`src/rtl/fpu_arbiter_pkg.sv`:
```
// Shared types and opcode constants for the two-requester FPU arbiter.
package defs;
    localparam int FPU_OP_W    = 8;
    localparam int FPU_FPCSR_W = 12;

    // pfpu32 opcode map: bit 3 selects the compare unit
    localparam logic [FPU_OP_W-1:0] FPU_ADD  = 8'h00;
    localparam logic [FPU_OP_W-1:0] FPU_SUB  = 8'h01;
    localparam logic [FPU_OP_W-1:0] FPU_MUL  = 8'h02;
    localparam logic [FPU_OP_W-1:0] FPU_DIV  = 8'h03;
    localparam logic [FPU_OP_W-1:0] FPU_ITOF = 8'h04;
    localparam logic [FPU_OP_W-1:0] FPU_FTOI = 8'h05;
    localparam logic [FPU_OP_W-1:0] FPU_SFEQ = 8'h08;
    localparam logic [FPU_OP_W-1:0] FPU_SFNE = 8'h09;
    localparam logic [FPU_OP_W-1:0] FPU_SFGT = 8'h0A;
    localparam logic [FPU_OP_W-1:0] FPU_SFGE = 8'h0B;
    localparam logic [FPU_OP_W-1:0] FPU_SFLT = 8'h0C;
    localparam logic [FPU_OP_W-1:0] FPU_SFLE = 8'h0D;

    typedef enum logic [1:0] {IDLE, ISSUE, EXEC, RESP} fpu_arb_state_t;

    typedef struct packed {
        logic [FPU_OP_W-1:0] op;
        logic [31:0]         a;
        logic [31:0]         b;
        logic [1:0]          rm;
    } fpu_req_t;

    typedef struct packed {
        logic [31:0]            result;
        logic                   cmp;
        logic                   is_cmp;
        logic [FPU_FPCSR_W-1:0] fpcsr;
        logic                   err;
    } fpu_resp_t;

    function automatic logic [1:0] onehot2(input logic idx);
        return idx ? 2'b10 : 2'b01;
    endfunction
endpackage

```
`src/rtl/fpu_arbiter_if.sv`:
```
// Requester issue/response channels plus the FPU pin bundle seen by the arbiter.
interface fpu_arbiter_if #(
    parameter int OP_W    = 8,
    parameter int FPCSR_W = 12
) ();
    logic                      flush_i;
    logic [1:0]                req_valid_i;
    logic [1:0]                req_ready_o;
    logic [1:0][OP_W-1:0]      req_op_i;
    logic [1:0][31:0]          req_a_i;
    logic [1:0][31:0]          req_b_i;
    logic [1:0][1:0]           req_rm_i;
    logic [1:0]                resp_valid_o;
    logic [31:0]               resp_result_o;
    logic                      resp_cmp_o;
    logic                      resp_is_cmp_o;
    logic [FPCSR_W-1:0]        resp_fpcsr_o;
    logic                      resp_err_o;
    logic                      fpu_decode_o;
    logic                      fpu_execute_o;
    logic                      fpu_flush_o;
    logic [OP_W-1:0]           fpu_op_o;
    logic [31:0]               fpu_a_o;
    logic [31:0]               fpu_b_o;
    logic [1:0]                fpu_rm_o;
    logic [31:0]               fpu_result_i;
    logic                      fpu_arith_valid_i;
    logic                      fpu_cmp_flag_i;
    logic                      fpu_cmp_valid_i;
    logic [FPCSR_W-1:0]        fpu_fpcsr_i;

    modport slave (
        input  flush_i, req_valid_i, req_op_i, req_a_i, req_b_i, req_rm_i,
               fpu_result_i, fpu_arith_valid_i, fpu_cmp_flag_i, fpu_cmp_valid_i, fpu_fpcsr_i,
        output req_ready_o, resp_valid_o, resp_result_o, resp_cmp_o, resp_is_cmp_o,
               resp_fpcsr_o, resp_err_o, fpu_decode_o, fpu_execute_o, fpu_flush_o,
               fpu_op_o, fpu_a_o, fpu_b_o, fpu_rm_o
    );

    modport master (
        output flush_i, req_valid_i, req_op_i, req_a_i, req_b_i, req_rm_i,
               fpu_result_i, fpu_arith_valid_i, fpu_cmp_flag_i, fpu_cmp_valid_i, fpu_fpcsr_i,
        input  req_ready_o, resp_valid_o, resp_result_o, resp_cmp_o, resp_is_cmp_o,
               resp_fpcsr_o, resp_err_o, fpu_decode_o, fpu_execute_o, fpu_flush_o,
               fpu_op_o, fpu_a_o, fpu_b_o, fpu_rm_o
    );
endinterface

```
`src/rtl/fpu_arbiter_rr_arb2.sv`:
```
// Two-way round-robin grant; the last-grant pointer only moves on an accepted grant.
module rr_arb2 (
    input  logic       clk,
    input  logic       reset_n,
    input  logic [1:0] req,
    input  logic       accept,
    output logic       gnt_idx,
    output logic       gnt_vld
);
    logic last;

    // On a tie the requester not served last wins; otherwise the sole requester.
    always_comb begin
        gnt_vld = |req;
        gnt_idx = (req == 2'b11) ? ~last : req[1];
    end

    always_ff @(posedge clk or negedge reset_n) begin
        if (!reset_n)    last <= 1'b1;
        else if (accept) last <= gnt_idx;
    end
endmodule

```
`src/rtl/fpu_arbiter.sv`:
```
// Shares one FPU between two requesters: accept, decode, execute with timeout, respond.
module fpu_arbiter
    import defs::*;
#(
    parameter int TIMEOUT = 64,
    parameter int OP_W    = FPU_OP_W,
    parameter int FPCSR_W = FPU_FPCSR_W
) (
    input logic          clk,
    input logic          reset_n,
    fpu_arbiter_if.slave bus
);
    localparam int TW = $clog2(TIMEOUT + 1);

    fpu_arb_state_t state;
    logic [TW-1:0]  timer;
    logic           owner;
    fpu_req_t       opr;
    fpu_resp_t      rsp;
    logic           decode_q, execute_q;
    logic [1:0]     resp_vld_q;
    logic           gnt_idx, gnt_vld, accept, fpu_vld, timeout_hit;

    rr_arb2 u_rr (
        .clk     (clk),
        .reset_n (reset_n),
        .req     (bus.req_valid_i),
        .accept  (accept),
        .gnt_idx (gnt_idx),
        .gnt_vld (gnt_vld)
    );

    // reset_n gating keeps ready low while reset is held, even with requests pending
    assign accept      = reset_n & (state == IDLE) & gnt_vld & ~bus.flush_i;
    assign fpu_vld     = bus.fpu_arith_valid_i | bus.fpu_cmp_valid_i;
    // timer holds completed EXEC cycles, so this is the TIMEOUT-th EXEC cycle
    assign timeout_hit = (state == EXEC) & ~fpu_vld & (timer == TW'(TIMEOUT - 1));

    assign bus.req_ready_o   = accept ? onehot2(gnt_idx) : 2'b00;
    assign bus.resp_valid_o  = resp_vld_q;
    assign bus.resp_result_o = rsp.result;
    assign bus.resp_cmp_o    = rsp.cmp;
    assign bus.resp_is_cmp_o = rsp.is_cmp;
    assign bus.resp_fpcsr_o  = FPCSR_W'(rsp.fpcsr);
    assign bus.resp_err_o    = rsp.err;
    assign bus.fpu_decode_o  = decode_q;
    assign bus.fpu_execute_o = execute_q;
    assign bus.fpu_flush_o   = bus.flush_i | timeout_hit;
    assign bus.fpu_op_o      = OP_W'(opr.op);
    assign bus.fpu_a_o       = opr.a;
    assign bus.fpu_b_o       = opr.b;
    assign bus.fpu_rm_o      = opr.rm;

    always_ff @(posedge clk or negedge reset_n) begin
        if (!reset_n) begin
            state      <= IDLE;
            timer      <= '0;
            owner      <= 1'b0;
            opr        <= '0;
            rsp        <= '0;
            decode_q   <= 1'b0;
            execute_q  <= 1'b0;
            resp_vld_q <= 2'b00;
        end else begin
            decode_q   <= 1'b0;
            resp_vld_q <= 2'b00;
            case (state)
                IDLE: if (accept) begin
                    opr <= '{op: FPU_OP_W'(bus.req_op_i[gnt_idx]), a: bus.req_a_i[gnt_idx],
                             b: bus.req_b_i[gnt_idx], rm: bus.req_rm_i[gnt_idx]};
                    owner    <= gnt_idx;
                    decode_q <= 1'b1;
                    state    <= ISSUE;
                end
                ISSUE: begin
                    timer <= '0;
                    if (bus.flush_i) begin
                        opr   <= '0;
                        state <= IDLE;
                    end else begin
                        execute_q <= 1'b1;
                        state     <= EXEC;
                    end
                end
                EXEC: begin
                    if (bus.flush_i) begin
                        execute_q <= 1'b0;
                        opr       <= '0;
                        state     <= IDLE;
                    end else if (fpu_vld) begin
                        rsp <= '{result: bus.fpu_result_i, cmp: bus.fpu_cmp_flag_i,
                                 is_cmp: bus.fpu_cmp_valid_i,
                                 fpcsr: FPU_FPCSR_W'(bus.fpu_fpcsr_i), err: 1'b0};
                        resp_vld_q <= onehot2(owner);
                        execute_q  <= 1'b0;
                        state      <= RESP;
                    end else if (timeout_hit) begin
                        rsp        <= '{result: '0, cmp: 1'b0, is_cmp: 1'b0, fpcsr: '0, err: 1'b1};
                        resp_vld_q <= onehot2(owner);
                        execute_q  <= 1'b0;
                        state      <= RESP;
                    end else if (timer != TW'(TIMEOUT)) begin
                        timer <= timer + TW'(1);
                    end
                end
                RESP: begin
                    opr   <= '0;
                    state <= IDLE;
                end
                default: state <= IDLE;
            endcase
        end
    end
endmodule
```
`src/flat_wrapper.sv`:
```
// flat-port wrapper written by rule: the top's interface ports become plain ports
module fpu_arbiter_flat import defs::*;
#(
    parameter int TIMEOUT = 64,
    parameter int OP_W    = FPU_OP_W,
    parameter int FPCSR_W = FPU_FPCSR_W
)
  (clk, reset_n, bus_flush_i, bus_req_valid_i, bus_req_op_i, bus_req_a_i, bus_req_b_i, bus_req_rm_i, bus_fpu_result_i, bus_fpu_arith_valid_i, bus_fpu_cmp_flag_i, bus_fpu_cmp_valid_i, bus_fpu_fpcsr_i, bus_req_ready_o, bus_resp_valid_o, bus_resp_result_o, bus_resp_cmp_o, bus_resp_is_cmp_o, bus_resp_fpcsr_o, bus_resp_err_o, bus_fpu_decode_o, bus_fpu_execute_o, bus_fpu_flush_o, bus_fpu_op_o, bus_fpu_a_o, bus_fpu_b_o, bus_fpu_rm_o);
  fpu_arbiter_if #(.OP_W(OP_W), .FPCSR_W(FPCSR_W)) bus_i ();
  input logic clk;
  input logic reset_n;
  input wire logic [$bits(bus_i.flush_i)-1:0] bus_flush_i;
  input wire logic [$bits(bus_i.req_valid_i)-1:0] bus_req_valid_i;
  input wire logic [$bits(bus_i.req_op_i)-1:0] bus_req_op_i;
  input wire logic [$bits(bus_i.req_a_i)-1:0] bus_req_a_i;
  input wire logic [$bits(bus_i.req_b_i)-1:0] bus_req_b_i;
  input wire logic [$bits(bus_i.req_rm_i)-1:0] bus_req_rm_i;
  input wire logic [$bits(bus_i.fpu_result_i)-1:0] bus_fpu_result_i;
  input wire logic [$bits(bus_i.fpu_arith_valid_i)-1:0] bus_fpu_arith_valid_i;
  input wire logic [$bits(bus_i.fpu_cmp_flag_i)-1:0] bus_fpu_cmp_flag_i;
  input wire logic [$bits(bus_i.fpu_cmp_valid_i)-1:0] bus_fpu_cmp_valid_i;
  input wire logic [$bits(bus_i.fpu_fpcsr_i)-1:0] bus_fpu_fpcsr_i;
  output wire logic [$bits(bus_i.req_ready_o)-1:0] bus_req_ready_o;
  output wire logic [$bits(bus_i.resp_valid_o)-1:0] bus_resp_valid_o;
  output wire logic [$bits(bus_i.resp_result_o)-1:0] bus_resp_result_o;
  output wire logic [$bits(bus_i.resp_cmp_o)-1:0] bus_resp_cmp_o;
  output wire logic [$bits(bus_i.resp_is_cmp_o)-1:0] bus_resp_is_cmp_o;
  output wire logic [$bits(bus_i.resp_fpcsr_o)-1:0] bus_resp_fpcsr_o;
  output wire logic [$bits(bus_i.resp_err_o)-1:0] bus_resp_err_o;
  output wire logic [$bits(bus_i.fpu_decode_o)-1:0] bus_fpu_decode_o;
  output wire logic [$bits(bus_i.fpu_execute_o)-1:0] bus_fpu_execute_o;
  output wire logic [$bits(bus_i.fpu_flush_o)-1:0] bus_fpu_flush_o;
  output wire logic [$bits(bus_i.fpu_op_o)-1:0] bus_fpu_op_o;
  output wire logic [$bits(bus_i.fpu_a_o)-1:0] bus_fpu_a_o;
  output wire logic [$bits(bus_i.fpu_b_o)-1:0] bus_fpu_b_o;
  output wire logic [$bits(bus_i.fpu_rm_o)-1:0] bus_fpu_rm_o;
  assign bus_i.flush_i = bus_flush_i;
  assign bus_i.req_valid_i = bus_req_valid_i;
  assign bus_i.req_op_i = bus_req_op_i;
  assign bus_i.req_a_i = bus_req_a_i;
  assign bus_i.req_b_i = bus_req_b_i;
  assign bus_i.req_rm_i = bus_req_rm_i;
  assign bus_i.fpu_result_i = bus_fpu_result_i;
  assign bus_i.fpu_arith_valid_i = bus_fpu_arith_valid_i;
  assign bus_i.fpu_cmp_flag_i = bus_fpu_cmp_flag_i;
  assign bus_i.fpu_cmp_valid_i = bus_fpu_cmp_valid_i;
  assign bus_i.fpu_fpcsr_i = bus_fpu_fpcsr_i;
  assign bus_req_ready_o = bus_i.req_ready_o;
  assign bus_resp_valid_o = bus_i.resp_valid_o;
  assign bus_resp_result_o = bus_i.resp_result_o;
  assign bus_resp_cmp_o = bus_i.resp_cmp_o;
  assign bus_resp_is_cmp_o = bus_i.resp_is_cmp_o;
  assign bus_resp_fpcsr_o = bus_i.resp_fpcsr_o;
  assign bus_resp_err_o = bus_i.resp_err_o;
  assign bus_fpu_decode_o = bus_i.fpu_decode_o;
  assign bus_fpu_execute_o = bus_i.fpu_execute_o;
  assign bus_fpu_flush_o = bus_i.fpu_flush_o;
  assign bus_fpu_op_o = bus_i.fpu_op_o;
  assign bus_fpu_a_o = bus_i.fpu_a_o;
  assign bus_fpu_b_o = bus_i.fpu_b_o;
  assign bus_fpu_rm_o = bus_i.fpu_rm_o;
  fpu_arbiter #(.TIMEOUT(TIMEOUT), .OP_W(OP_W), .FPCSR_W(FPCSR_W)) u_core (.clk(clk), .reset_n(reset_n), .bus(bus_i));
endmodule
```
`config.mk`:
```
export PLATFORM = sky130hd
export DESIGN_NAME = fpu_arbiter_flat
export DESIGN_NICKNAME = d
export VERILOG_FILES = /design/src/rtl/fpu_arbiter_pkg.sv /design/src/rtl/fpu_arbiter_if.sv /design/src/rtl/fpu_arbiter_rr_arb2.sv /design/src/rtl/fpu_arbiter.sv /design/src/flat_wrapper.sv
export SDC_FILE = /design/constraint.sdc
export NUM_CORES = 1
export LEC_CHECK = 0
export BUFFER_PORTS_ARGS = -buffer_cell sky130_fd_sc_hd__buf_4
export CORE_AREA = 2 2 126 128
export CTS_CLUSTER_DIAMETER = 50
export DETAILED_ROUTE_END_ITERATION = 8
export DIE_AREA = 0 0 128 130
export HOLD_SLACK_MARGIN = 0.12
export PLACE_DENSITY_LB_ADDON = 0.05
export SLEW_MARGIN = 20
export SYNTH_ARGS = -nofsm -noshare
export SYNTH_HDL_FRONTEND = slang
export SYNTH_SLANG_ARGS = --single-unit
export TNS_END_PERCENT = 100
```
`constraint.sdc`:
```
create_clock -name clk -period 4.75 [get_ports clk]
set_input_delay 0.95 -clock clk [delete_from_list [all_inputs] [get_ports clk]]
set_output_delay 0.95 -clock clk [all_outputs]
set_load 0.05 [all_outputs]
```
# Word level (Yosys, flattened, before mapping)
# Index checks and enable logic that the tools add are counted.
op_classes:
  add_sub_neg: 1
  order_cmp: 1
  eq_ne: 14
  n_mux: 39
  bitwise: 10
  reduce_logical: 11
ops:
  columns: ["operator", "count"]
  rows:
  - ["$pmux W74 S3", 1]
  - ["$mux W74", 2]
  - ["$mux W32", 4]
  - ["$mux W47", 2]
  - ["$mux W2", 14]
  - ["$mux W7", 4]
  - ["$mux W8", 2]
  - ["$pmux W7 S2", 1]
  - ["$ne A2 B2 Y1 const B", 5]
  - ["$pmux W2 S4", 1]
  - ["$add A7 B1 Y7 const B", 1]
  - ["$eq A7 B6 Y1 const B", 1]
  - ["$mux W1", 7]
  - ["$ne A7 B7 Y1 const B", 1]
  - ["$eq A2 B2 Y1 const B", 3]
  - ["$reduce_and A2 Y1", 3]
  - ["$reduce_and A3 Y1", 2]
  - ["$and A1 B1 Y1", 5]
  - ["$reduce_and A5 Y1", 1]
  - ["$ne A2 B1 Y1 const B", 2]
  - ["$ne A4 B2 Y1 const B", 1]
  - ["$reduce_bool A2 Y1", 2]
  - ["$reduce_or A2 Y1", 2]
  - ["$not A1 Y1", 3]
  - ["5 further kinds", 6]
word_totals:
  register_bits: 136
  out_inout_bits: 128
  wordCells: 92

# Depth between registers and ports, before layout
# Gate-level depths: netlist of run 1.
logic_depth:
  word_depth: 8
  mapped_depth: 8
  ltp_nobuf: 6

# Cells and area by module
# Synthesis of run 1 repeated with hierarchy kept, for this count alone.
hier_totals:
  hier_cells: 599
  area_unflattened_um2: 6349.8
by_module_without_submodules:
  columns: ["module", "instances", "cells_per_inst", "area_per_inst_um2", "seq_area_each_um2"]
  rows:
  - ["fpu_arbiter", 1, 595, 6291.0, 3378.2]
  - ["rr_arb2", 1, 4, 58.8, 26.3]

# Worst setup path after synthesis of run 1
# OpenSTA, ideal clock, no wires.
synth_timing:
  kind: "input-to-output"
  startpoint: "input bus_req_valid_i[1]"
  endpoint: "output bus_req_ready_o[1]"
  arrival_ns: 2.296
  required_ns: 3.800
  slack_ns: 1.504
  path_stages: 4
  n_path_buf: 2
  cell_sequence: "a21boi_2 buf_4 buf_6 nor2b_1"
synth_between:
  elab_chain_cells: 4
  elab_cells_between_ends: 7
  classes_between: "eq/ne: 1; mux: 3; bitwise: 2; reduce/logical: 1"
synth_lines:
  columns: ["item", "line", "source"]
  rows:
  - ["start: declaration", "flat_wrapper.sv:13", "input wire logic [$bits(bus_i.req_valid_i)-1:0] bus_req_valid_i;"]
  - ["$eq A2 B2 Y1 / $reduce_or A2 Y1 (equally long branches)", "fpu_arbiter_rr_arb2.sv:15, fpu_arbiter_rr_arb2.sv:14", null]
  - ["$mux W1 / $and A1 B1 Y1 (equally long branches)", "fpu_arbiter_rr_arb2.sv:15, fpu_arbiter.sv:34", null]
  - ["$mux W2 / $and A1 B1 Y1 (equally long branches)", "fpu_arbiter_pkg.sv:38, fpu_arbiter.sv:34", null]
  - ["$mux W2 (*)", "fpu_arbiter.sv:39", "assign bus.req_ready_o = accept ? onehot2(gnt_idx) : 2'b00;"]
  - ["end: declaration", "flat_wrapper.sv:23", "output wire logic [$bits(bus_i.req_ready_o)-1:0] bus_req_ready_o;"]
# Every way passes the cells marked *; elsewhere a longest branch is shown, timed or not.

# Final worst setup path of run 1
layout_timing:
  startpoint: "input reset_n"
  endpoint: "output bus_req_ready_o[1]"
layout_between:
  elab_chain_cells: 4
layout_lines:
  columns: ["item", "line", "source"]
  rows:
  - ["start: declaration", "flat_wrapper.sv:11", "input logic reset_n;"]
  - ["$and A1 B1 Y1 (3 in series)", "fpu_arbiter.sv:34", "assign accept = reset_n & (state == IDLE) & gnt_vld & ~bus.flush_i;"]
  - ["$mux W2", "fpu_arbiter.sv:39", null]
# Every way passes these cells.

==> impl_results.html, run 1 <==
<table>
<tr><th>Metric</th><th>Value</th></tr>
<tr><th colspan="2">Run status</th></tr>
<tr><td>Status</td><td>finished clean</td></tr>
<tr><th colspan="2">Clocking</th></tr>
<tr><td>Root cell of the clock tree</td><td>clkbuf_16</td></tr>
<tr><td>Clock-pin slew reported for the worst setup and hold paths after clock tree synthesis</td><td>approximately 0.060 ns</td></tr>
<tr><td>Number of buffers added by the clock tree synthesis step</td><td>17</td></tr>
<tr><td>Worst-Skew Late Latency</td><td>roughly 0.43 ns</td></tr>
<tr><td>Depth of the CTS H-tree</td><td>4</td></tr>
<tr><td>Total of cells resized after clock tree synthesis</td><td>0</td></tr>
<tr><td>CTS tree</td><td>done</td></tr>
<tr><td>Hold-fix buffers, CTS</td><td>0</td></tr>
<tr><td>Number of clock sinks</td><td>136</td></tr>
<tr><td>Clk buf depth</td><td>2</td></tr>
<tr><td>Buffer count from post-CTS setup fixing</td><td>0</td></tr>
<tr><th colspan="2">GRT</th></tr>
<tr><td>Met2 demand-to-capacity share in global routing</td><td>0.358</td></tr>
<tr><td>Maximum number of pins on one net before global-route repair</td><td>77</td></tr>
<tr><td>Grt peak-use layer</td><td>met2</td></tr>
<tr><td>Met3 Track Usage GR</td><td>0.0640</td></tr>
<tr><td>Initial antenna violation count</td><td>0</td></tr>
<tr><td>Vias in the first global route</td><td>5205</td></tr>
<tr><td>First-pass GRT wire length</td><td>27200 microns</td></tr>
<tr><td>Sum of overflow across all layers after global routing</td><td>0</td></tr>
<tr><td>Met1 capacity usage during global routing</td><td>0.249</td></tr>
<tr><td>GR Util All Layers</td><td>0.212</td></tr>
<tr><th colspan="2">STA</th></tr>
<tr><td>Setup repair after global routing missed its margin</td><td>no</td></tr>
<tr><td>Part of the cycle the worst path needs</td><td>0.666</td></tr>
<tr><td>Time the worst path needs with I/O delays and setup</td><td>3.16 ns</td></tr>
<tr><td>Total Negative Setup Slacks</td><td>0 ns</td></tr>
<tr><td>Peak clock frequency supported by timing</td><td>316 MHz</td></tr>
<tr><td>Actual slew at the worst max-slew pin</td><td>0.698 ns</td></tr>
<tr><td>Slew Limit Headroom</td><td>0.535</td></tr>
<tr><td>Final max-slew violation count</td><td>0</td></tr>
<tr><td>Final hold violation count</td><td>0</td></tr>
<tr><td>Clk_skew</td><td>0.0148 ns</td></tr>
<tr><td>Final hold slack</td><td>0.445 ns</td></tr>
<tr><td>Total of endpoints with negative setup slack in the final report</td><td>0</td></tr>
<tr><th colspan="2">Yosys</th></tr>
<tr><td>Distinct cells, synth</td><td>40</td></tr>
<tr><td>Cell accounting for the most synthesized area</td><td>dfrtp_1</td></tr>
<tr><td>Ys async rst share</td><td>1.00</td></tr>
<tr><td>Area of the mapped netlist</td><td>6840 sq um</td></tr>
<tr><td>Avg Synthesized Cell Area</td><td>13.3 sq um</td></tr>
<tr><td>Number of nets in the synthesized netlist</td><td>719</td></tr>
<tr><td>Mapped Cells</td><td>513</td></tr>
<tr><td>Top FF cell, synth</td><td>dfrtp_1</td></tr>
<tr><td>Synth top area share</td><td>0.494</td></tr>
<tr><td>Number of storage elements in the synthesis netlist</td><td>136</td></tr>
<tr><td>Most area-consuming cells after synthesis</td><td>dfrtp_1, mux2_4, mux2i_1</td></tr>
<tr><td>Post-synth EDFFs</td><td>0</td></tr>
<tr><td>Fraction of the yosys area taken by sequential cells</td><td>0.498</td></tr>
<tr><td>Yosys warning count</td><td>0</td></tr>
<tr><th colspan="2">Power and ir drop</th></tr>
<tr><td>Clk network pwr share</td><td>0.187</td></tr>
<tr><td>Flop pwr share</td><td>0.260</td></tr>
<tr><td>Relative contribution of combinational cells to total power</td><td>0.553</td></tr>
<tr><td>Power spent charging and discharging nets</td><td>approximately 3.2 mW</td></tr>
<tr><td>Worst-case vdd ir drop</td><td>0.553 mV</td></tr>
<tr><td>Power per Cell Area</td><td>between 700 and 800 nW/um^2</td></tr>
<tr><td>Fraction of power spent switching nets</td><td>0.443</td></tr>
<tr><td>Internal Power</td><td>3.97 mW</td></tr>
<tr><td>Leak</td><td>5.22 nW</td></tr>
<tr><th colspan="2">Setup path</th></tr>
<tr><td>Worst R2R Setup Slack</td><td>2.54 ns</td></tr>
<tr><td>Worst Reg-to-Reg Cells</td><td>6</td></tr>
<tr><td>Startpoint class of the critical path</td><td>input pin</td></tr>
<tr><td>Top delay family on crit path</td><td>buffers and inverters</td></tr>
<tr><td>Worst Path Class, Setup</td><td>in2out</td></tr>
<tr><td>Crit-path max FO</td><td>43</td></tr>
<tr><td>Worst r2r dst</td><td>u_core.bus.resp_fpcsr_o[11]</td></tr>
<tr><td>Critical Path End Type</td><td>primary output</td></tr>
<tr><td>Worst flop-to-flop path startpoint</td><td>u_core.state[0]</td></tr>
<tr><td>Cell type of the slowest stage on the worst timing path</td><td>buf_6</td></tr>
<tr><td>Slowest stage delay, CP</td><td>0.34 ns</td></tr>
<tr><td>CP arrival</td><td>2.21 ns</td></tr>
<tr><td>Required time of the worst setup path</td><td>3.80 ns</td></tr>
<tr><td>Cell-by-cell listing of the critical path</td><td>buf_6 -&gt; o2111ai_1 -&gt; nor2b_1 -&gt; buf_4</td></tr>
<tr><td>Buffers and inverters on the worst path</td><td>2</td></tr>
<tr><th colspan="2">Routing</th></tr>
<tr><td>Initial DRT Pass Iterations</td><td>4</td></tr>
<tr><td>Total wire length</td><td>18200 microns</td></tr>
<tr><td>Wirelength per Cell</td><td>17.6 microns</td></tr>
<tr><td>1st-iter DRT viols</td><td>249</td></tr>
<tr><td>Remaining antenna violation count</td><td>0</td></tr>
<tr><td>Via Count</td><td>5204</td></tr>
<tr><td>Via/cell ratio</td><td>between 5 and 6</td></tr>
<tr><td># DRC</td><td>0</td></tr>
<tr><th colspan="2">Min path</th></tr>
<tr><td>Kind of path behind the tightest hold check</td><td>in2async</td></tr>
<tr><th colspan="2">Floorplan</th></tr>
<tr><td>Number of placement rows</td><td>46</td></tr>
<tr><td>Height of the die</td><td>130 microns</td></tr>
<tr><td>I/O pin cnt</td><td>approximately 330</td></tr>
<tr><td>Area of the core</td><td>15400 sq um</td></tr>
<tr><td>Die outline area</td><td>roughly 17000 sq um</td></tr>
<tr><td>Initial core utilization</td><td>0.443</td></tr>
<tr><td>Horizontal extent of the die</td><td>128 microns</td></tr>
<tr><th colspan="2">Layout</th></tr>
<tr><td>Layout-stage area growth over the synthesis result</td><td>45.9%</td></tr>
<tr><td>Final design instance area without fill</td><td>about 10000 sq um</td></tr>
<tr><td>Non-filler cells in the finished layout</td><td>1036</td></tr>
<tr><td>Final-stage net count</td><td>1037</td></tr>
<tr><td>Ratio of cells with drive above 1 in the final layout</td><td>0.538</td></tr>
<tr><td>Highest-count cells in the layout ignoring fill and taps</td><td>buf_4, dfrtp_1, mux2i_1</td></tr>
<tr><td>Most common library cell in the layout ignoring fill and taps</td><td>buf_4</td></tr>
<tr><td>Antenna diode count</td><td>0</td></tr>
<tr><th colspan="2">Placement</th></tr>
<tr><td>Estimated wirelength of the detail-placed design</td><td>13200 microns</td></tr>
<tr><td>Routability congestion estimate</td><td>0.809</td></tr>
<tr><td>Total cell area at the placement stage</td><td>9380 sq um</td></tr>
<tr><td>Placed instance count</td><td>1004</td></tr>
<tr><td>Port buffer count</td><td>around 330</td></tr>
<tr><th colspan="2">Run</th></tr>
<tr><td>Max-Cap Viols</td><td>0</td></tr>
</table>
## through the flow
step / total power, mW / setup WS [ns] / utilization
after floorplan: 4.72 / 1.50 / -
after CTS: 7.20 / 1.56 / 0.647
after global routing: 7.45 / 1.41 / 0.647
final: 7.13 / 1.59 / 0.647
after detailed placement: 5.83 / 1.57 / 0.608
after global placement: 5.77 / 1.65 / 0.607
## area by class of cell
cell class,instances,area (sq um)
Tap cell,192,240
Fill cell,1201,5450
Multi-Input combinational cell,332,3170
Inverter,10,37.5
Sequential cell,136,3400
Clock inverter,14,159
Clock buffer,18,439
Timing Repair Buffer,334,2520
## cell families after synthesis
| family | Yosys count | synth area share |
|---|---|---|
| fa+ha+maj | 6 | 0.0110 |
| flops | 136 | 0.498 |
| compound gates | 70 | 0.0869 |
| simple gates | 103 | 0.0909 |
| mux | 153 | 0.271 |
| buf+inv | 45 | 0.0426 |
## power groups by stage
| stage | Clock (mW) | Combinational, mW | Sequential, mW |
|---|---|---|---|
| global route | 1.42 | 4.13 | 1.90 |
| detailed placement | 0 | 3.99 | 1.85 |
| finish | 1.33 | 3.94 | 1.85 |
| CTS | 1.36 | 3.98 | 1.85 |
| global placement | 0 | 3.93 | 1.85 |
| floorplan | 0 | 1.48 | 3.24 |
## flip-flops by register name (all words and copies together) (netlist names)
name and count:
u_core.bus.resp_valid_o 2, u_core.u_rr.last 1, u_core.bus.fpu_execute_o 1, u_core.bus.resp_fpcsr_o 12, u_core.timer 7, u_core.bus.resp_is_cmp_o 1
u_core.bus.fpu_b_o 32, u_core.bus.fpu_rm_o 2, u_core.owner 1, u_core.bus.fpu_op_o 8, u_core.bus.fpu_decode_o 1, u_core.bus.fpu_a_o 32
u_core.bus.resp_result_o 32, u_core.bus.resp_err_o 1, u_core.bus.resp_cmp_o 1, u_core.state 2
## cell usage after synthesis (2+ instances only)
cell / n
a31o_2: 2
a22o_1: 45
nand2_1: 6
inv_1: 10
o21ai_0: 3
mux2_2: 15
a21o_1: 3
ha_1: 6
o21ai_2: 3
buf_2: 11
mux2i_1: 78
mux2_4: 60
buf_6: 14
clkbuf_1: 9
and3_1: 2
nand3_1: 2
dfrtp_1: 135
nor2_1: 10
o211ai_1: 2
nor2b_1: 77
## worst max-delay path by stage
stage | startpoint | endpoint | slack, ns | cells after the start
finish | reset_n | bus_req_ready_o[1] | 1.59 | 4
floorplan | bus_req_valid_i[1] | bus_req_ready_o[1] | 1.50 | 4
global placement | reset_n | bus_req_ready_o[1] | 1.65 | 4
global route | reset_n | bus_req_ready_o[1] | 1.41 | 4
CTS | reset_n | bus_req_ready_o[1] | 1.56 | 4
detailed placement | reset_n | bus_req_ready_o[1] | 1.57 | 4
## per-layer routing
metal,vias up,part of all wire
li1,2454,-
met1,2488,0.39
met2,223,0.50
met5,-,0
met3,39,0.077
met4,0,0.031
Power figures use the tool's default switching activity.
==> inputs of run 2 (changes only) <==
Settings changed: CORE_AREA 2 2 126 128 to unset, CORE_ASPECT_RATIO set to 0.7, CORE_UTILIZATION set to 47, DIE_AREA 0 0 128 130 to unset.
Clock period 4.75 ns to 3.25 ns, I/O delays scaled along.
==> run 2 against run 1 <==
Against the previous run:
- register-to-register slack got worse by 1.6 ns
- first-iteration DRC count decreased by 23%
- sequential share of layout area decreased by 0.44 points
- final cell count increased by 0.29%
- worst hold slack improved by 0.0056 ns
- wire length increased by 2.4%
- largest power group unchanged
- critical endpoint unchanged
- critical path depth increased by 1
- flip-flop and latch count unchanged
- non-clock buffer count increased by 5
- via count increased by 0.46%
==> impl_results.html, run 2 (synthesis results as in run 1) <==
<table>
<tr><th>Metric</th><th>Value</th></tr>
<tr><th colspan="2">Run status</th></tr>
<tr><td>Status</td><td>finished clean</td></tr>
<tr><th colspan="2">GRT</th></tr>
<tr><td>GR Util All Layers</td><td>0.245 (+0.0332)</td></tr>
<tr><td>Initial antenna violation count</td><td>0 (unchanged)</td></tr>
<tr><td>Maximum number of pins on one net before global-route repair</td><td>70 (-9.1%)</td></tr>
<tr><td>Vias in the first global route</td><td>5387 (+3.5%)</td></tr>
<tr><td>First-pass GRT wire length</td><td>28400 microns (+4.2%)</td></tr>
<tr><td>Sum of overflow across all layers after global routing</td><td>0 (unchanged)</td></tr>
<tr><th colspan="2">Placement</th></tr>
<tr><td>Port buffer count</td><td>327 (unchanged)</td></tr>
<tr><td>Routability congestion estimate</td><td>0.843 (+4.2%)</td></tr>
<tr><td>Total cell area at the placement stage</td><td>9410 sq um (+0.32%)</td></tr>
<tr><td>Worst setup slack after placement</td><td>0.689 ns (-0.879 ns)</td></tr>
<tr><td>Estimated wirelength of the detail-placed design</td><td>13900 microns (+5.3%)</td></tr>
<tr><th colspan="2">Setup path</th></tr>
<tr><td>Critical Path End Type</td><td>primary output</td></tr>
<tr><td>Buffers and inverters on the worst path</td><td>2 (unchanged)</td></tr>
<tr><td>Startpoint class of the critical path</td><td>flop</td></tr>
<tr><td>Crit-path max FO</td><td>5 (-88%)</td></tr>
<tr><td>Required time of the worst setup path</td><td>2.60 ns (-1.20 ns)</td></tr>
<tr><td>Top delay family on crit path</td><td>buffers and inverters</td></tr>
<tr><td>CP arrival</td><td>1.94 ns (-0.27 ns)</td></tr>
<tr><td>Cell type of the slowest stage on the worst timing path</td><td>dfrtp_1</td></tr>
<tr><td>Slowest stage delay, CP</td><td>0.39 ns (+0.05 ns)</td></tr>
<tr><td>Cell-by-cell listing of the critical path</td><td>inv_1 -&gt; ha_1 -&gt; o2111ai_1 -&gt; nor2b_1 -&gt; buf_4</td></tr>
<tr><td>Worst Path Class, Setup</td><td>reg2out</td></tr>
<tr><th colspan="2">STA</th></tr>
<tr><td>Peak clock frequency supported by timing</td><td>387 MHz</td></tr>
<tr><td>Final hold slack</td><td>0.451 ns (+0.00560 ns)</td></tr>
<tr><td>Setup repair after global routing missed its margin</td><td>no</td></tr>
<tr><td>Final max-slew violation count</td><td>0 (unchanged)</td></tr>
<tr><td>Time the worst path needs with I/O delays and setup</td><td>2.59 ns</td></tr>
<tr><td>Actual slew at the worst max-slew pin</td><td>0.876 ns (+0.178 ns)</td></tr>
<tr><td>Clk_skew</td><td>0.0124 ns (-0.00240 ns)</td></tr>
<tr><td>Final hold violation count</td><td>0 (unchanged)</td></tr>
<tr><td>Setup WS post-layout</td><td>0.663 ns (-0.922 ns)</td></tr>
<tr><td>Total Negative Setup Slacks</td><td>0 ns (unchanged)</td></tr>
<tr><td>Total of endpoints with negative setup slack in the final report</td><td>0 (unchanged)</td></tr>
<tr><td>Slew Limit Headroom</td><td>0.416 (-0.119)</td></tr>
<tr><td>Part of the cycle the worst path needs</td><td>0.796</td></tr>
<tr><th colspan="2">Clocking</th></tr>
<tr><td>Clock-pin slew reported for the worst setup and hold paths after clock tree synthesis</td><td>0.06 ns (about the same)</td></tr>
<tr><td>Total of cells resized after clock tree synthesis</td><td>0 (unchanged)</td></tr>
<tr><td>Hold-fix buffers, CTS</td><td>0 (unchanged)</td></tr>
<tr><td>CTS tree</td><td>done</td></tr>
<tr><td>Number of clock sinks</td><td>136 (unchanged)</td></tr>
<tr><td>Depth of the CTS H-tree</td><td>4 (unchanged)</td></tr>
<tr><td>Clk buf depth</td><td>2 (unchanged)</td></tr>
<tr><td>Root cell of the clock tree</td><td>clkbuf_16</td></tr>
<tr><td>Number of buffers added by the clock tree synthesis step</td><td>17 (unchanged)</td></tr>
<tr><td>Buffer count from post-CTS setup fixing</td><td>0 (unchanged)</td></tr>
<tr><td>Worst-Skew Late Latency</td><td>0.41 ns (-0.02 ns)</td></tr>
<tr><th colspan="2">Power and ir drop</th></tr>
<tr><td>Fraction of power spent switching nets</td><td>0.427 (-0.0158)</td></tr>
<tr><td>Leak</td><td>5.28 nW (+1.2%)</td></tr>
<tr><td>Worst-case vdd ir drop</td><td>0.549 mV (-0.71%)</td></tr>
<tr><td>Flop pwr share</td><td>0.253 (-0.007)</td></tr>
<tr><td>Sum of internal, switching and leakage power</td><td>10.8 mW (+51%)</td></tr>
<tr><td>Internal Power</td><td>6.16 mW (+55%)</td></tr>
<tr><td>Power per Cell Area</td><td>1060 nW/um^2 (+49%)</td></tr>
<tr><td>Power spent charging and discharging nets</td><td>4.60 mW (+46%)</td></tr>
<tr><td>Relative contribution of combinational cells to total power</td><td>0.542 (-0.011)</td></tr>
<tr><td>Clk network pwr share</td><td>0.205 (+0.018)</td></tr>
<tr><th colspan="2">Layout</th></tr>
<tr><td>Highest-count cells in the layout ignoring fill and taps</td><td>buf_4, dfrtp_1, mux2i_1</td></tr>
<tr><td>Final-stage net count</td><td>1042 (+0.48%)</td></tr>
<tr><td>Final design instance area without fill</td><td>10100 sq um (+1.3%)</td></tr>
<tr><td>Ratio of cells with drive above 1 in the final layout</td><td>0.538 (about the same)</td></tr>
<tr><td>Layout-stage area growth over the synthesis result</td><td>47.8%</td></tr>
<tr><td>Most common library cell in the layout ignoring fill and taps</td><td>buf_4</td></tr>
<tr><td>Area taken by flip-flops and latches</td><td>3400 sq um (unchanged)</td></tr>
<tr><td>Filler cells</td><td>1057 (-12%)</td></tr>
<tr><td>Antenna diode count</td><td>0 (unchanged)</td></tr>
<tr><td>Combined area of the multi-input logic cells</td><td>3160 sq um (-0.32%)</td></tr>
<tr><th colspan="2">Run</th></tr>
<tr><td>Max-Cap Viols</td><td>0 (unchanged)</td></tr>
<tr><th colspan="2">Floorplan</th></tr>
<tr><td>Die outline area</td><td>15000 sq um (-9.6%)</td></tr>
<tr><td>Horizontal extent of the die</td><td>146 microns (+14%)</td></tr>
<tr><td>I/O pin cnt</td><td>328 (unchanged)</td></tr>
<tr><td>Height of the die</td><td>103 microns (-21%)</td></tr>
<tr><td>Initial core utilization</td><td>0.487 (+0.0433)</td></tr>
<tr><td>Number of placement rows</td><td>36 (-22%)</td></tr>
<tr><td>Area of the core</td><td>14100 sq um (-8.9%)</td></tr>
<tr><th colspan="2">Min path</th></tr>
<tr><td>Kind of path behind the tightest hold check</td><td>in2reg</td></tr>
<tr><th colspan="2">Routing</th></tr>
<tr><td># DRC</td><td>0 (unchanged)</td></tr>
<tr><td>Remaining antenna violation count</td><td>0 (unchanged)</td></tr>
<tr><td>Initial DRT Pass Iterations</td><td>4 (unchanged)</td></tr>
<tr><td>Wirelength per Cell</td><td>17.9 microns (+2.1%)</td></tr>
<tr><td>Via/cell ratio</td><td>5.03 (+0.17%)</td></tr>
<tr><td>Total wire length</td><td>18600 microns (+2.4%)</td></tr>
<tr><td>Via Count</td><td>5228 (+0.46%)</td></tr>
<tr><td>1st-iter DRT viols</td><td>192 (-23%)</td></tr>
</table>
run 2: cell types whose count changed in the layout (fill, tap and decap cells not counted), sizes merged:
cell	previous run	this run
buf	334	339
bufinv	2	6
inv	16	10
clkinv	4	3
clkbuf	18	20
clkinvlp	2	3
run 2: through the flow:
step,instances,util
floorplan,513,-
global placement,1006,0.669
detailed placement,1006,0.669
CTS,1038,0.717
global route,1039,0.719
finish,1039,0.719
run 2: path summary, 6_finish.rpt:
| check | from | end | slack [ns] | depth (start not counted) |
|---|---|---|---|---|
| max in group asynchronous | reset_n | u_core.bus.fpu_b_o[13] | 2.20 | 2 |
| hold reg to reg | u_core.owner | u_core.bus.resp_valid_o[0] | 0.47 | 1 |
| setup / recovery | u_core.state[1] | bus_req_ready_o[1] | 0.66 | 5 |
| min in group asynchronous | reset_n | u_core.state[1] | 0.47 | 2 |
| hold / removal | bus_fpu_fpcsr_i[9] | u_core.bus.resp_fpcsr_o[9] | 0.45 | 2 |
| setup reg to reg | u_core.state[1] | u_core.bus.fpu_a_o[10] | 0.99 | 7 |
run 2: worst reg2reg max path: stages, from the launching register on:
cell and delay (ns):
dfrtp_1 0.36, inv_1 0.11, ha_1 0.31, inv_1 0.07, o21ai_4 0.46, buf_16 0.24
buf_4 0.25, mux2_2 0.36
run 2: layer usage:
layer / global-route usage / share of wire / vias up
met2: 0.419 / 0.51 / 181
met1: 0.303 / 0.41 / 2574
li1: - / - / 2456
met3: 0.0752 / 0.071 / 17
met5: 0 / 0 / -
met4: 0.0729 / 0.013 / 0
run 2: power groups by stage:
stage	Sequential (mW)	Clock, mW	Combinational (mW)
finish	2.73	2.20	5.83
detailed placement	2.72	0	5.84
global route	2.80	2.31	6.10
global placement	2.71	0	5.74
floorplan	4.74	0	2.17
CTS	2.72	2.23	5.84
run 2: cell type report:
cell class              count  area share
clock inverters            12      0.0223
clock buffers              20      0.0442
flip-flops and latches    136       0.337
inverters                  10     0.00371
well taps                 190      0.0235
multi-input cells         332       0.313
repair buffers            339       0.257
